[config.mk]
export PLATFORM = sky130hd
export DESIGN_NAME = pc_sequencer
export DESIGN_NICKNAME = d
export VERILOG_FILES = /design/src/rtl/pc_seq_pkg.sv /design/src/rtl/pc_jump_cond.sv /design/src/rtl/pc_sequencer.sv
export SDC_FILE = /design/constraint.sdc
export NUM_CORES = 1
export LEC_CHECK = 0
export ABC_AREA = 0
export CORE_AREA = 8 8 71 73
export DETAILED_ROUTE_END_ITERATION = 10
export DIE_AREA = 0 0 79 81
export HOLD_SLACK_MARGIN = 0.08
export PLACE_DENSITY_LB_ADDON = 0.2
export RECOVER_POWER = 100
export SYNTH_ARGS = -nofsm -noshare
export SYNTH_HDL_FRONTEND = slang
export SYNTH_SLANG_ARGS = --single-unit
[constraint.sdc]
create_clock -name clk50m -period 3.1 [get_ports clk50m]
set_input_delay 0.775 -clock clk50m [delete_from_list [all_inputs] [get_ports clk50m]]
set_output_delay 0.775 -clock clk50m [all_outputs]
set_load 0.05 [all_outputs]
[src/rtl/pc_seq_pkg.sv]
// pc_seq_pkg
// Shared definitions for the program-counter sequencer:
//   - pc_seq_state_t : fetch/execute FSM states
//   - J_LT/J_EQ/J_GT : bit positions of the jump bits j2..j0 in an IR jump field
//   - PC_W_DEFAULT   : default PC / address width (matches pcount)
package pc_seq_pkg;

  localparam int unsigned PC_W_DEFAULT = 15;

  localparam int unsigned J_LT = 2;
  localparam int unsigned J_EQ = 1;
  localparam int unsigned J_GT = 0;

  typedef enum logic [2:0] {
    S_IDLE,
    S_FETCH,
    S_EXEC,
    S_HALT,
    S_FAULT
  } pc_seq_state_t;

endpackage

[src/rtl/pc_jump_cond.sv]
// pc_jump_cond
// Combinational jump decision for the current instruction.
// Ports:
//   is_c    in  1  IR holds a C-instruction (A-instructions never jump)
//   jmp     in  3  jump bits j2..j0 (lt, eq, gt)
//   alu_zr  in  1  ALU result is zero
//   alu_ng  in  1  ALU result is negative
//   o_take  out 1  jump is taken
module pc_jump_cond
  import pc_seq_pkg::*;
(
  input  logic       is_c,
  input  logic [2:0] jmp,
  input  logic       alu_zr,
  input  logic       alu_ng,
  output logic       o_take
);

  logic w_lt;
  logic w_eq;
  logic w_gt;

  assign w_lt = jmp[J_LT] & alu_ng;
  assign w_eq = jmp[J_EQ] & alu_zr;
  assign w_gt = jmp[J_GT] & ~alu_ng & ~alu_zr;

  assign o_take = is_c & (w_lt | w_eq | w_gt);

endmodule

[src/rtl/pc_sequencer.sv]
// pc_sequencer
// Fetch/execute control FSM driving the pcount program counter.
// Ports:
//   clk50m, rst              clock (rising edge), async active-high reset
//   start, halt_req          leave IDLE/HALT; request halt at next commit
//   rom_req / rom_ack        instruction fetch handshake
//   is_c, jmp, alu_zr,
//   alu_ng, a_reg            current instruction jump info and target
//   mem_busy                 data-memory stall, holds EXEC
//   ir_we                    instruction-register write strobe
//   pc_en/pc_load/pc_inc,
//   pc_target                pcount control (Mealy, valid in commit cycle)
//   jump_taken               pulse on a taken jump
//   retired                  completed-instruction count (wraps)
//   busy, halted, fault      state decodes
module pc_sequencer
  import pc_seq_pkg::*;
#(
  parameter int unsigned W  = PC_W_DEFAULT,
  parameter int unsigned TO = 15
) (
  input  logic         clk50m,
  input  logic         rst,
  input  logic         start,
  input  logic         halt_req,
  output logic         rom_req,
  input  logic         rom_ack,
  input  logic         is_c,
  input  logic [2:0]   jmp,
  input  logic         alu_zr,
  input  logic         alu_ng,
  input  logic [W-1:0] a_reg,
  input  logic         mem_busy,
  output logic         ir_we,
  output logic         pc_en,
  output logic         pc_load,
  output logic         pc_inc,
  output logic [W-1:0] pc_target,
  output logic         jump_taken,
  output logic [15:0]  retired,
  output logic         busy,
  output logic         halted,
  output logic         fault
);

  // Counter holds the number of ack-less FETCH cycles already elapsed (0..TO-1).
  localparam int unsigned CW = (TO < 2) ? 1 : $clog2(TO);

  pc_seq_state_t r_state;
  pc_seq_state_t w_state_nxt;
  logic [CW-1:0] r_to_cnt;
  logic [15:0]   r_retired;
  logic          w_take;
  logic          w_commit;

  pc_jump_cond u_jump_cond (
    .is_c   (is_c),
    .jmp    (jmp),
    .alu_zr (alu_zr),
    .alu_ng (alu_ng),
    .o_take (w_take)
  );

  assign w_commit = (r_state == S_EXEC) && !mem_busy;

  always_ff @(posedge clk50m or posedge rst) begin
    if (rst) begin
      r_state   <= S_IDLE;
      r_to_cnt  <= '0;
      r_retired <= '0;
    end else begin
      r_state <= w_state_nxt;
      // Counts only while staying in FETCH, so every entry starts from zero.
      if (r_state == S_FETCH && w_state_nxt == S_FETCH)
        r_to_cnt <= r_to_cnt + 1'b1;
      else
        r_to_cnt <= '0;
      if (w_commit)
        r_retired <= r_retired + 16'd1;
    end
  end

  always_comb begin
    w_state_nxt = r_state;
    ir_we       = 1'b0;
    pc_en       = 1'b0;
    pc_load     = 1'b0;
    pc_inc      = 1'b0;
    pc_target   = '0;
    jump_taken  = 1'b0;
    case (r_state)
      S_IDLE: begin
        if (start) w_state_nxt = S_FETCH;
      end
      S_FETCH: begin
        if (rom_ack) begin
          ir_we       = 1'b1;
          w_state_nxt = S_EXEC;
        end else if (r_to_cnt == CW'(TO - 1)) begin
          w_state_nxt = S_FAULT;
        end
      end
      S_EXEC: begin
        if (!mem_busy) begin
          pc_en = 1'b1;
          if (w_take) begin
            pc_load    = 1'b1;
            pc_target  = a_reg;
            jump_taken = 1'b1;
          end else begin
            pc_inc = 1'b1;
          end
          w_state_nxt = halt_req ? S_HALT : S_FETCH;
        end
      end
      S_HALT: begin
        if (start) w_state_nxt = S_FETCH;
      end
      S_FAULT: begin
        w_state_nxt = S_FAULT;
      end
      default: w_state_nxt = S_IDLE;
    endcase
  end

  assign rom_req = (r_state == S_FETCH);
  assign busy    = (r_state == S_FETCH) || (r_state == S_EXEC);
  assign halted  = (r_state == S_HALT);
  assign fault   = (r_state == S_FAULT);
  assign retired = r_retired;

endmodule

==> results of run 1 <==
-- kinds of logic after synthesis --
logic type,Yosys count,synth area share [%]
XOR/XNOR,18,12.7
AO/OA/AOI/OAI,7,3.62
AND/OR/NAND/NOR,64,28.8
multiplexers,1,0.803
buffers and inverters,10,4.92
adder cells (fa/ha/maj),3,3.01
flip-flops,23,46.2
-- synth_stat cells (all sizes together) (2+ instances only) --
| library cell | n |
|---|---|
| nand3 | 10 |
| ha | 3 |
| and2 | 18 |
| nand4 | 4 |
| nor2 | 12 |
| a21oi | 2 |
| inv | 4 |
| and3 | 2 |
| buf | 5 |
| dfrtp | 23 |
| xor2 | 6 |
| xnor2 | 12 |
| nand2 | 9 |
| nor3b | 2 |
| o21ai | 2 |
| nor3 | 2 |
-- cell usage in the layout (no fill, tap or decap), drive strengths merged --
cell type,n
dfrtp,23
dlygate4sd3,22
nor4,1
ha,3
clkbuf,8
a22oi,1
nor3,2
nand3,10
and4,1
xnor2,12
and2,18
or4b,1
nor3b,2
o21bai,1
mux2i,1
nand2b,1
clkinvlp,1
xor2,6
o21ai,2
inv,3
nor2,12
a221o,1
and3b,1
and3,2
clkdlybuf4s50,23
dlygate4sd2,1
nand2,9
buf,22
a21oi,2
nand4,4
-- flip-flops by register name, summed over array words and instances, names as in the netlist --
| register | cells |
|---|---|
| r_state | 3 |
| r_to_cnt | 4 |
| retired | 16 |
-- per-layer routing --
layer	GRT usage [%]	part of all wire (%)	vias to the layer above
met5	0	0	-
met2	23.8	58	24
met4	2.22	0.37	0
met3	2.87	3.8	2
li1	-	-	555
met1	12.9	38	530
-- area by class of cell --
cell class / count / area share, %
clock buffer: 4 / 2.13
inverter: 4 / 0.769
sequential: 23 / 27.2
tap: 50 / 2.96
multi-input combinational: 93 / 30.5
timing repair buffer: 72 / 36.4
-- repair_timing --
item,4_1_cts,5_1_grt
hold endpoints to repair,0,0
gates resized for setup,13,0
hold buffers,0,0
setup endpoints to repair,18,0
-- worst register-to-register path, delay by kind of cell (launching register included) --
kind                   cells  cell delay [ns]
AND/OR/NAND/NOR            3             1.34
XOR/XNOR                   1             0.17
flip-flops                 1             0.46
buffers and inverters      1             0.18
-- final timing paths --
| kind | slack [ns] | endpoint | depth (start not counted) |
|---|---|---|---|
| max | 0.06 | pc_target[12] | 7 |
| min | 0.48 | retired[15]$_DFFE_PP0P_ | 1 |
| max reg2reg | 0.85 | retired[15]$_DFFE_PP0P_ | 5 |
| min reg2reg | 0.48 | retired[15]$_DFFE_PP0P_ | 1 |
| max in group asynchronous | 1.46 | retired[0]$_DFFE_PP0P_ | 2 |
| min in group asynchronous | 1.11 | r_state[2]$_DFF_PP0_ | 2 |
-- metrics by stage --
| step | hold WS, ns | setup TNS, ns | power (mW) |
|---|---|---|---|
| 2_1_floorplan | 0.454 | 0 | 0.807 |
| 3_5_place_dp | 0.474 | -2.30 | 1.03 |
| 6_report | 0.475 | 0 | 1.15 |
| 3_3_place_gp | 0.460 | -2.19 | 1.02 |
| 4_1_cts | 0.490 | 0 | 1.22 |
| 5_1_grt | 0.526 | 0 | 1.22 |
-- power by group --
group	switching (mW)	internal, mW
sequential	0.0704	0.339
combinational	0.350	0.204
clock	0.0917	0.0916
==> results.tsv, run 1 <==
metric	value	unit
status	complete, no violations	
Syn Nets	156	
Horiz. Die Dim	79	µm
area grow syn2layout	69.7	%
post-synth top area cell	dfrtp_1	
cell area after layout	2110	µm²
routed vias	1111	
Max IR drop VDD	0.372	mV
Min-Delay Path Class	flip-flop to flip-flop	
core footprint	3910	µm²
DIE AREA	6400	µm²
P_leak	0.994	nW
pins over their slew limit	0	
FMAX	329	MHz
crit share post-route	98.2	%
most used cell along the critical path	buf_6	
gr usage total	12.1	%
Mapped Cells	126	
buffer and inverter count on the worst path	4	
Setup WS pre-CTS	-0.166	ns
relative slew slack	43.8	%
TritonCTS clock tree	done	
worst path required time	2.32	ns
Final Util	54.0	%
CTS Buffer Depth	2	
sequential fraction of the synthesis area	46.2	%
CTS Buf Count	3	
Starting DRT DRC Count	60	
Routed Antenna Nets	0	
launch point of the critical path	mem_busy	
crit path DAT	2.27	ns
CP top delay family	simple AND/OR/NAND/NOR gates	
first-pass GRT wire length	6070	µm
Critical R2R Launch	r_state[0]$_DFF_PP0_	
htree depth	1	
share of Yosys cell area claimed by the top area cell type	46.2	%
layout cells sized above 1	23.5	%
hold_sp	retired[15]$_DFFE_PP0P_	
number of remaining DRC errors	0	
area post-placement	2180	µm²
final worst slack	0.0560	ns
port bufs	66	
Max-Cap Viols	0	
CP Cell Sequence	dlygate4sd2_1 > or4b_4 > clkinvlp_2 > and3_4 > buf_6 > and2_4 > buf_6	
GPL Wtd Cong	0.749	
die height	81	µm
clk slew on worst S/H paths	0.08	ns
# fillers	373	
cell chosen for the clock root	clkbuf_8	
CP max-delay cell	or4b_4	
diode count	0	
synth unique cells	29	
Final setup viols	0	
min Tclk post-route	3.04	ns
area of the multi-input gates	646	µm²
Placed Cells	241	
cell area power density	543	nW/µm²
iteration count of the initial detailed-routing pass	4	
synthesized area per cell	9.89	µm²
Synth area leaders	dfrtp_1 (46%), and2_1 (9.0%), xnor2_1 (8.4%), xor2_1 (4.2%), nand3_1 (4.0%)	
num ports	67	
vias per cell	4.52	
Post-synth ARST share	100	%
main flop type after synthesis	dfrtp_1	
max incr delay on CP	0.52	ns
placed wire-length estimate	3100	µm
Post-Route WL	3750	µm
largest net degree at the start of global routing	24	
Rows	23	
Worst Setup Start Kind	input port	
Initial Utilization	31.8	%
Worst-Margin Slew	0.842	ns
GRT overflow	0	
nets@finish	227	
Clock Sinks	23	
Post-synth EDFFs	0	
Worst Skew	0.00259	ns
worst skew pair latency	0.26	ns
register area	576	µm²
setup bufs post-CTS	0	
Synth Cell Area	1250	µm²
RSZ-0062 raised after global routing	false	
Worst setup EP type	primary output	
synth warn	0	
Crit Path Category	input port to primary output	
Worst Path Max Fanout	5	
number of global-route vias before repair	1123	
WL/cell	15.2	µm
final hold viol count	0	
initial antenna violation count	0	
Finished Layout Cells	246	
Seq cells post-synth	23	
Note: power is estimated with default switching activity, not from simulation.
==> inputs of run 2 (changes only) <==
MAX_ROUTING_LAYER = met4   (was default)
clock period = 3.55 ns   (was 3.1 ns; I/O delays follow)
==> run 2 against run 1 <==
Clock skew barely moved. Combinational power shrank 14%. Core utilization is 0.54 points lower. Setup slack better by 0.023 ns. Die area did not move. Final cell count is 1.2% lower. Count of clock-buffer cells in the layout did not move. Largest cell class unchanged.
==> results.tsv, run 2 (same netlist as run 1, synthesis figures left out) <==
metric	value	unit	change
hold slack final	0.475	ns	-0.000399 ns
port bufs	66		unchanged
reg2reg setup slack	1.20	ns	+0.35 ns
Endpoint, Worst Hold	retired[15]$_DFFE_PP0P_		
iteration count of the initial detailed-routing pass	4		unchanged
Worst Skew	0.00209	ns	-0.000497 ns
most frequent cells in the layout	clkdlybuf4s50_1 (24), dlygate4sd3_1 (23), dfrtp_1 (23)		
RR Endpoint	retired[15]$_DFFE_PP0P_		
GPL Wtd Cong	0.781		+4.3%
Clock Sinks	23		unchanged
Worst setup EP type	primary output		
die height	81	µm	unchanged
number of remaining DRC errors	0		unchanged
Worst Hold Path Cells	1		unchanged
Final setup viols	0		unchanged
diode count	0		unchanged
Post-Route WL	3810	µm	+1.6%
Worst Setup Start Kind	input port		
placed wire-length estimate	3200	µm	+3.1%
crit path DAT	2.58	ns	+0.31 ns
layout cells sized above 1	18.1	%	-5.3 points
min Tclk post-route	3.47	ns	
routed vias	1119		+0.72%
core footprint	3910	µm²	unchanged
max FFs per register	16		unchanged
Worst-Margin Slew	0.843	ns	+0.000923 ns
Horiz. Die Dim	79	µm	unchanged
Worst Path Max Fanout	17		+12
initial antenna violation count	0		unchanged
CTS Buf Count	3		unchanged
WL/cell	15.7	µm	+2.8%
relative slew slack	43.7	%	-0.062 points
Crit Path Category	input port to primary output		
CTS Buffer Depth	2		unchanged
nets@finish	224		-1.3%
RSZ-0062 raised after global routing	false		
FMAX	288	MHz	
crit share post-route	97.8	%	
worst path required time	2.66	ns	+0.34 ns
P_leak	0.981	nW	-1.3%
area grow syn2layout	68.0	%	
Initial Utilization	31.8	%	unchanged
Routed Antenna Nets	0		unchanged
gr usage total	12.5	%	+0.35 points
num ports	67		unchanged
setup bufs post-CTS	0		unchanged
Critical R2R Launch	r_state[0]$_DFF_PP0_		
Worst R2R Path Depth	5		unchanged
cell area power density	475	nW/µm²	-12%
worst skew pair latency	0.26	ns	about the same
vias per cell	4.60		+2.0%
DIE AREA	6400	µm²	unchanged
Fin Setup TNS	0	ns	unchanged
first-pass GRT wire length	6070	µm	-0.12%
pins over their slew limit	0		unchanged
Max IR drop VDD	0.304	mV	-18%
Max-Cap Viols	0		unchanged
TritonCTS clock tree	done		
cell chosen for the clock root	clkbuf_8		
GRT overflow	0		unchanged
number of global-route vias before repair	1143		+1.8%
Hold-fix buffers, CTS	0		unchanged
status	complete, no violations		
clk slew on worst S/H paths	0.07	ns	about the same
Rows	23		unchanged
Starting DRT DRC Count	41		-32%
commonest non-fill, non-tap cell in the layout	clkdlybuf4s50_1		
hold_sp	retired[15]$_DFFE_PP0P_		
final hold viol count	0		unchanged
Min-Delay Path Class	flip-flop to flip-flop		
htree depth	1		unchanged
largest net degree at the start of global routing	24		unchanged
-- run 2: layer usage --
metal,vias up,GRT usage (%),share of wire (%)
met2,28,24.0,58
met5,-,-,0
li1,551,-,-
met3,4,2.43,3.8
met4,0,3.33,0.71
met1,536,12.5,38
-- run 2: layout make-up --
cell class	count	area, µm²
sequential	23	576
clock buffer	4	45.0
multi-input combinational	93	612
fill	350	1820
timing repair buffer	69	783
tap	50	62.6
inverter	4	15.0
-- run 2: worst max-delay path, stage by stage --
cell             delay (ns)
clkdlybuf4s50_1        0.44
or4b_4                 0.50
inv_2                  0.07
and3_1                 0.20
buf_12                 0.15
and2_2                 0.14
buf_4                  0.19
-- run 2: worst max path at each step --
stage               startpoint       endpoint  slack, ns  cells after the start
global placement      mem_busy   pc_target[1]       0.09                      7
CTS                   mem_busy  pc_target[14]       0.04                      7
detailed placement    mem_busy  pc_target[14]       0.04                      7
floorplan             mem_busy  pc_target[10]       0.07                      6
global route          mem_busy   pc_target[5]       0.01                      7
finish                mem_busy   pc_target[5]       0.08                      7
-- run 2: what timing repair did --
action | in CTS | in global routing
endpoints found under the setup margin | 0 | 13
endpoints found under the hold margin | 0 | 0
gates resized for setup | 0 | 2
-- run 2: power by group --
group          internal, mW  total [mW]  switching [mW]  leakage (nW)
registers             0.296       0.358          0.0613         0.312
logic                 0.173       0.478           0.305         0.646
clock network        0.0801       0.159          0.0788        0.0228
total                 0.549       0.995           0.446         0.981
-- run 2: per-stage QoR --
stage	area [µm²]	util (%)	setup slack, ns	cells	total power [mW]
after floorplan	1260	-	0.0667	126	0.697
after global placement	2160	55.2	0.0910	239	0.884
after detailed placement	2160	55.2	0.0425	239	0.893
after CTS	2200	56.3	0.0362	243	1.05
after global routing	2090	53.5	0.0143	243	1.06
final	2090	53.5	0.0789	243	0.995
==> inputs of run 3 (changes only) <==
CELL_PAD_IN_SITES_DETAIL_PLACEMENT = 1   (was default)
CELL_PAD_IN_SITES_GLOBAL_PLACEMENT = 1   (was default)
CORE_AREA = 8 8 62 90   (was 8 8 71 73)
DIE_AREA = 0 0 70 98   (was 0 0 79 81)
==> run 3 against run 2 <==
Critical endpoint is now pc_target[9]. Design area up 1.3%. First-iteration DRC count down 56%. Setup slack better by 0.00093 ns. Clock power about the same. Sequential power about the same. Largest power group unchanged. Critical path depth unchanged. Register-to-register slack better by 0.32 ns. Largest cell class unchanged. Global-route usage down 0.92 points. Core utilization down 4.8 points.
==> results.tsv, run 3 (same netlist as run 1, synthesis figures left out) <==
metric	value	unit	change
status	complete, no violations		
Min-Delay Path Class	flip-flop to flip-flop		
Fin Setup TNS	0	ns	unchanged
htree depth	1		unchanged
Routed met1 length	1640	µm	+14%
die height	98	µm	+21%
register area	576	µm²	unchanged
area of the multi-input gates	629	µm²	+2.9%
cell chosen for the clock root	clkbuf_8		
Worst Path Max Fanout	17		unchanged
worst path required time	2.66	ns	about the same
min Tclk post-route	3.47	ns	-0.000928 ns
TritonCTS clock tree	done		
worst skew pair latency	0.26	ns	about the same
placed wire-length estimate	3320	µm	+3.8%
vias per cell	4.84		+5.2%
number of remaining DRC errors	0		unchanged
Worst Skew	0.00506	ns	+0.00297 ns
Routed Antenna Nets	0		unchanged
routed vias	1167		+4.3%
number of global-route vias before repair	1273		+11%
Max-Cap Viols	0		unchanged
crit share post-route	97.7	%	about the same
Initial Utilization	28.6	%	-3.2 points
Hold-fix buffers, CTS	0		unchanged
Starting DRT DRC Count	18		-56%
cell area power density	486	nW/µm²	+2.2%
num ports	67		unchanged
layout cells sized above 1	20.7	%	+2.6 points
Placed Cells	237		-0.84%
clk slew on worst S/H paths	0.08	ns	about the same
most frequent cells in the layout	clkdlybuf4s50_1 (45), dfrtp_1 (23), xnor2_1 (12), nor2_1 (12)		
DIE AREA	6860	µm²	+7.2%
FMAX	288	MHz	about the same
Worst-Margin Slew	0.877	ns	+0.0336 ns
Final setup viols	0		unchanged
diode count	0		unchanged
Worst Setup Start Kind	input port		
reg2reg setup slack	1.52	ns	+0.32 ns
final hold viol count	0		unchanged
P_leak	0.948	nW	-3.4%
pins over their slew limit	0		unchanged
Setup WS pre-CTS	0.00430	ns	-0.0382 ns
Clock Sinks	23		unchanged
core footprint	4350	µm²	+11%
Finished Layout Cells	241		-0.82%
iteration count of the initial detailed-routing pass	2		-2
max FFs per register	16		unchanged
nets@finish	224		unchanged
CTS Buffer Depth	2		unchanged
area grow syn2layout	70.2	%	
first-pass GRT wire length	6560	µm	+8.1%
initial antenna violation count	0		unchanged
Max IR drop VDD	0.348	mV	+15%
Post-Route WL	3930	µm	+3.2%
gr usage total	11.6	%	-0.92 points
CTS Buf Count	3		unchanged
relative slew slack	41.5	%	-2.2 points
WL/cell	16.3	µm	+4.1%
GRT overflow	0		unchanged
Horiz. Die Dim	70	µm	-11%
Worst setup EP type	primary output		
RSZ-0062 raised after global routing	false		
Rows	30		+30%
crit path DAT	2.58	ns	about the same
highest routed layer	met4		
met3 WL	280	µm	+93%
largest net degree at the start of global routing	24		unchanged
GPL Wtd Cong	0.784		+0.46%
commonest non-fill, non-tap cell in the layout	clkdlybuf4s50_1		
Crit Path Category	input port to primary output		
met2 wire length	1990	µm	-9.7%
port bufs	66		unchanged
final worst slack	0.0799	ns	+0.000928 ns
# fillers	491		+40%
-- run 3: worst paths after layout --
path / from / endpoint / depth (start not counted)
max reg2reg: r_state[0]$_DFF_PP0_ / retired[11]$_DFFE_PP0P_ / 5
max: mem_busy / pc_target[9] / 7
max in group asynchronous: rst / retired[8]$_DFFE_PP0P_ / 2
min in group asynchronous: rst / retired[14]$_DFFE_PP0P_ / 2
min: retired[15]$_DFFE_PP0P_ / retired[15]$_DFFE_PP0P_ / 1
min reg2reg: retired[15]$_DFFE_PP0P_ / retired[15]$_DFFE_PP0P_ / 1
-- run 3: per-stage QoR --
| step | area, µm² | power [mW] | util [%] | hold slack (ns) |
|---|---|---|---|---|
| global route | 2120 | 1.09 | 48.7 | 0.510 |
| CTS | 2200 | 1.06 | 50.6 | 0.485 |
| floorplan | 1260 | 0.697 | - | 0.454 |
| global placement | 2160 | 0.885 | 49.5 | 0.462 |
| detailed placement | 2160 | 0.895 | 49.5 | 0.469 |
| finish | 2120 | 1.03 | 48.7 | 0.482 |
-- run 3: layer usage --
| metal | up-vias | GRT usage, % |
|---|---|---|
| li1 | 549 | - |
| met1 | 565 | 12.7 |
| met2 | 51 | 20.0 |
| met3 | 2 | 3.25 |
| met4 | 0 | 2.80 |
| met5 | - | - |
-- run 3: critical path, stage by stage --
cell and delay [ns]:
clkdlybuf4s50_1 0.45, or4b_4 0.51, inv_2 0.07, and3_1 0.19, buf_12 0.14, and2_2 0.15, clkbuf_8 0.17
-- run 3: area by class of cell --
cell class                      count  share of cell area (%)
Multi-Input combinational cell     93                    29.7
Sequential cell                    23                    27.1
Clock buffer                        3                    1.95
Inverter                            4                   0.708
Tap cell                           48                    2.83
Clock inverter                      1                   0.236
Timing Repair Buffer               69                    37.5
-- run 3: power breakdown --
part	leakage [nW]	internal, mW	total [mW]	switching [mW]
combinational	0.610	0.201	0.514	0.313
sequential	0.312	0.296	0.356	0.0595
clock	0.0255	0.0782	0.161	0.0825
total	0.948	0.575	1.03	0.455
-- run 3: timing repair --
item / in CTS / in global routing
setup endpoints to repair: 0 / 15
endpoints found under the hold margin: 0 / 0
gates resized for setup: 0 / 3
setup buffers: 0 / 0
